<file path="src/rtl/fetch_unit.sv">
// Fetch stage: owns the PC, drives the instruction-memory address and presents
// pc / instruction / interrupt-bubble to the fetch/decode pipeline buffer.
// Handles boot-vector load, branch redirect, stall and interrupt entry.
module fetch_unit #(
    parameter int                ADDR_W         = 32,
    parameter logic [ADDR_W-1:0] RESET_VEC_ADDR = {ADDR_W{1'b0}},
    parameter logic [ADDR_W-1:0] INT_VEC_ADDR   = {{(ADDR_W-1){1'b0}}, 1'b1},
    parameter logic [31:0]       NOP_INSTR      = 32'h0000_0000
) (
    input  logic              clk,
    input  logic              rst,
    input  logic              stall,
    input  logic              redirect,
    input  logic [ADDR_W-1:0] redirect_pc,
    input  logic              in_INT,
    output logic [ADDR_W-1:0] imem_addr,
    input  logic [31:0]       imem_data,
    output logic [ADDR_W-1:0] o_pc,
    output logic [31:0]       o_instruction,
    output logic              out_INT,
    output logic              o_busy
);

    typedef enum logic [1:0] {
        BOOT    = 2'd0,
        RUN     = 2'd1,
        INT_VEC = 2'd2
    } state_t;

    state_t            state_r;
    state_t            state_next_s;
    logic [ADDR_W-1:0] pc_r;
    logic [ADDR_W-1:0] pc_next_s;
    logic              int_pending_r;
    logic              int_pending_next_s;
    logic              bubble_s;

    // Next-state, next-PC and combinational outputs, decoded from the current state.
    always_comb begin
        state_next_s  = state_r;
        pc_next_s     = pc_r;
        bubble_s      = 1'b0;
        imem_addr     = pc_r;
        o_pc          = pc_r;
        o_instruction = NOP_INSTR;
        out_INT       = 1'b0;
        o_busy        = 1'b0;
        case (state_r)
            BOOT: begin
                imem_addr    = RESET_VEC_ADDR;
                o_pc         = {ADDR_W{1'b0}};
                o_busy       = 1'b1;
                pc_next_s    = imem_data[ADDR_W-1:0];
                state_next_s = RUN;
            end
            RUN: begin
                o_instruction = imem_data;
                if (redirect) begin
                    // Wrong-path instruction is flushed downstream; pending interrupt waits.
                    pc_next_s = redirect_pc;
                end else if (stall) begin
                    pc_next_s = pc_r;
                end else if (int_pending_r) begin
                    // Bubble carries the return address; the instruction at pc is replayed later.
                    bubble_s      = 1'b1;
                    o_instruction = NOP_INSTR;
                    out_INT       = 1'b1;
                    state_next_s  = INT_VEC;
                end else begin
                    pc_next_s = pc_r + {{(ADDR_W-1){1'b0}}, 1'b1};
                end
            end
            INT_VEC: begin
                // stall and redirect have no effect while fetching the handler vector.
                imem_addr    = INT_VEC_ADDR;
                o_busy       = 1'b1;
                pc_next_s    = imem_data[ADDR_W-1:0];
                state_next_s = RUN;
            end
            default: begin
                state_next_s = BOOT;
                pc_next_s    = {ADDR_W{1'b0}};
                o_busy       = 1'b1;
            end
        endcase
        // A new request on the bubble edge re-arms pending so a second entry follows.
        if (in_INT) begin
            int_pending_next_s = 1'b1;
        end else if (bubble_s) begin
            int_pending_next_s = 1'b0;
        end else begin
            int_pending_next_s = int_pending_r;
        end
    end

    // State, PC and pending-interrupt registers with synchronous reset.
    always_ff @(posedge clk) begin
        if (rst) begin
            state_r       <= BOOT;
            pc_r          <= {ADDR_W{1'b0}};
            int_pending_r <= 1'b0;
        end else begin
            state_r       <= state_next_s;
            pc_r          <= pc_next_s;
            int_pending_r <= int_pending_next_s;
        end
    end

endmodule

</file>
<file path="config.mk">
export PLATFORM = sky130hd
export DESIGN_NAME = fetch_unit
export DESIGN_NICKNAME = d
export VERILOG_FILES = /design/src/rtl/fetch_unit.sv
export SDC_FILE = /design/constraint.sdc
export NUM_CORES = 1
export LEC_CHECK = 0
export ABC_AREA = 1
export CELL_PAD_IN_SITES_DETAIL_PLACEMENT = 0
export CELL_PAD_IN_SITES_GLOBAL_PLACEMENT = 1
export CORE_UTILIZATION = 26
export DETAILED_ROUTE_END_ITERATION = 12
export PLACE_DENSITY_LB_ADDON = 0.1
export SLEW_MARGIN = 20
export SYNTH_ARGS = -nofsm -noshare
export SYNTH_HDL_FRONTEND = slang
export SYNTH_SLANG_ARGS = --single-unit
</file>
<file path="constraint.sdc">
create_clock -name clk -period 1.7 [get_ports clk]
set_clock_uncertainty 0.1 [all_clocks]
set_input_delay 0.34 -clock clk [delete_from_list [all_inputs] [get_ports clk]]
set_output_delay 0.34 -clock clk [all_outputs]
set_load 0.03 [all_outputs]
</file>
==> metrics.md <==
| Metric | Value |
|---|---|
| Clk Latency, worst-skew pair | roughly 0.28 ns |
| Post-synth EDFFs | 0 |
| CP Capture Type | primary output |
| Critical path class | flip-flop to primary output |
| Worst reg2reg path endpoint | pc_r[25]$_SDFFE_PP0P_ |
| Initial DRT Pass Iterations | 5 |
| GRT Total Usage | 0.224 |
| Period utilization | 1.07 |
| Sequential area share after synthesis | 0.203 |
| Synthesized flop and latch total | 35 |
| Die area | between 0.01 and 0.015 sq mm |
| Util after Layout | 0.533 |
| Status | complete, but fails checks |
| Synth area leaders | dfxtp_1 (20%), nor2_1 (17%), nand2_1 (15%) |
| Hold_sp | pc_r[31]$_SDFFE_PP0P_ |
| Count leader, synth | nor2_1 |
| Die height | about 120 microns |
| DRT iter0 DRCs | 245 |
| RR Startpoint | pc_r[1]$_SDFFE_PP0P_ |
| Worst r2r path cells | 10 |
| Wire per inst | 15.0 microns |
| WL final | 15900 microns |
| Initial Utilization | 0.270 |
| Vias per inst | between 4 and 5 |
| Crit path DAT | between 1 and 1.5 ns |
| Reg area | slightly above 700 sq um |
| Setup TNS | -3.30 ns |
| Die X-Extent | around 120 microns |
| Worst VDD drop | approximately 0.4 mV |
| Hold Buf Count CTS | 0 |
| Synth warn | 0 |
| Crit path time final | approximately 1.8 ns |
| CTS tree | yes |
| R2r setup slk | roughly 0.010 ns |
| CTS root buffer | clkbuf_16 |
| Synth cell count leaders | nor2_1 (156), nand2_1 (137), inv_1 (107), a21oi_1 (67), o21ai_0 (49) |
| Synthesized area per cell | 5.19 sq um |
| Dominant synthesized flop cell | dfxtp_1 |
| Hold EP | pc_r[31]$_SDFFE_PP0P_ |
| Gate Count Post-Synth | 666 |
| PortBufs | 166 |
| Core Area | 0.0128 sq mm |
| Area of the multi-input gates | approximately 0.0027 sq mm |
| DRT antenna net count | 0 |
| Mapped cell area | ~0.0035 sq mm |
| I/O pins | about 170 |
| Final setup violation count | 44 |
| Initial antenna violation count | 0 |
| Crit path max fanout | 5 |
| Vias in the first global route | between 4000 and 5000 |
| Slew margin rel. | 0.752 |
| Rows | between 40 and 50 |
| Synthesis-to-finish area growth | 97.1% |
| Number of antenna diodes | 0 |
| Post-synthesis async set-or-reset flop share | 0 |
| Fmax | about 550 MHz |
| Hold Crit Depth | 2 |
| Fin worst setup slack | -0.123 ns |
| Grt ovf | 0 |
| Total CTS buffers | 5 |
| CTS Sinks | 35 |
| Leakage | 3.13 nW |
| Residual DRC | 0 |
| Failing checks | negative setup slack |
| RSZ-0062 raised after global routing | yes |
| Filler cells | about 1300 |
| Final Hold Fails | 0 |
| Yosys top cell area share | 0.203 |
| Area leader, netlist | dfxtp_1 |
| Clock buffer depth | 2 |
| Vias | 4900 |
| First-pass GRT wire length | 23500 microns |
| Worst Hold Class | flip-flop to flip-flop |
| Largest net degree at the start of global routing | 31 |
| Pins over their slew limit | 0 |
| Clock transition at path regs | about 0.06 ns |
| Synth unique cells | 27 |
| Share of post-route cells with drive strength above 1 | 0.349 |
| PD cells | slightly below 600 mW/mm^2 |
| Maxcap violations | 0 |
| GPL Wtd Cong | slightly below 0.9 |
| CTS H-Tree Depth | 2 |
| Actual slew at the worst max-slew pin | about 0.37 ns |
| Nets | about 960 |
| Setup crit start kind | flip-flop |
| Dpl hpwl | between 10000 and 15000 microns |
| CP Data Required Time | ~1.3 ns |
| Mapped Nets | 736 |
how the worst max path moves through the flow:
stage | endpoint | depth (start not counted) | startpoint | slack [ns]
after detailed placement | o_instruction[0] | 7 | redirect | -0.37
after CTS | o_instruction[18] | 8 | state_r[1]$_SDFFE_PP0P_ | -0.15
after floorplan | o_instruction[17] | 6 | state_r[0]$_SDFFE_PP0P_ | -0.07
after global routing | o_instruction[0] | 5 | int_pending_r$_SDFFE_PP0P_ | -0.17
after global placement | o_instruction[0] | 7 | redirect | -0.36
final | o_instruction[7] | 5 | int_pending_r$_SDFFE_PP0P_ | -0.12
what timing repair did:
| item | CTS | global route |
|---|---|---|
| resized for setup | 63 | 146 |
| setup buffers | 10 | 12 |
| pin swaps | 3 | 29 |
| hold endpoints to repair | 0 | 0 |
| setup endpoints to repair | 84 | 118 |
| gates cloned | 3 | 4 |
state kept, by name, indices dropped and copies added (netlist names):
register	cells
int_pending_r	1
state_r	2
pc_r	32
power by group:
group / total [mW] / switching (mW) / internal [mW]
Combinational: 1.95 / 1.07 / 0.881
Sequential: 0.999 / 0.0936 / 0.905
Clock: 1.00 / 0.376 / 0.625
Total: 3.95 / 1.54 / 2.41
layer usage:
metal	GRT usage	wire, microns	up-vias
met4	0.0557	162	0
met1	0.308	7500	2226
met2	0.365	7410	149
met5	0	0	-
met3	0.0314	865	15
li1	-	-	2510
cell type report:
class / count / share of cell area
well taps: 172 / 0.0316
inverters: 111 / 0.0625
flip-flops and latches: 35 / 0.106
clock buffers: 8 / 0.0230
repair buffers: 244 / 0.377
multi-input cells: 489 / 0.400
cells by family after synthesis:
family,synth area share
and+or+nand+nor,0.443
buffers and inverters,0.156
AOI/OAI and AO/OA,0.192
DFF,0.203
xor gates and xnor gates,0.00254
adders and majority gates,0.00362
per-stage QoR:
step / hold slack [ns] / setup slack [ns] / area, sq um / instances / power, mW
6_report: 0.469 / -0.123 / 6810 / 1059 / 3.95
4_1_cts: 0.473 / -0.149 / 6240 / 1050 / 3.75
2_1_floorplan: 0.309 / -0.0745 / 3630 / 666 / 1.85
5_1_grt: 0.506 / -0.172 / 6810 / 1059 / 4.15
3_3_place_gp: 0.388 / -0.361 / 5720 / 1029 / 2.58
3_5_place_dp: 0.394 / -0.371 / 5720 / 1029 / 2.58
worst max-delay path, stage by stage (launching register included):
cell and delay, ns:
dfxtp_2 0.33, nand3b_1 0.20, nand2_8 0.18, buf_6 0.20, nor2_4 0.05, buf_6 0.13
layout by cell type, fill, tap and decap left out, types with 4 or more instances in the layout:
cell type        synthesis  layout
nor3_1                   4       4
nor2_4                   5      57
nand3_1                 37      36
buf_12                   0      19
clkdlybuf4s50_1          0      66
inv_1                  107     101
dfxtp_2                  0      10
buf_6                    0      65
buf_4                    0      86
o21ai_0                 49      45
a21oi_1                 67      65
o21ai_1                  4       8
dfxtp_1                 35      23
nand2_1                137     132
nor2_2                   7      25
inv_2                    4       7
nand2_2                  5       6
nand2_4                  3       6
clkbuf_16                0       9
nor2_1                 156      86
Note: power is estimated with default switching activity, not from simulation.
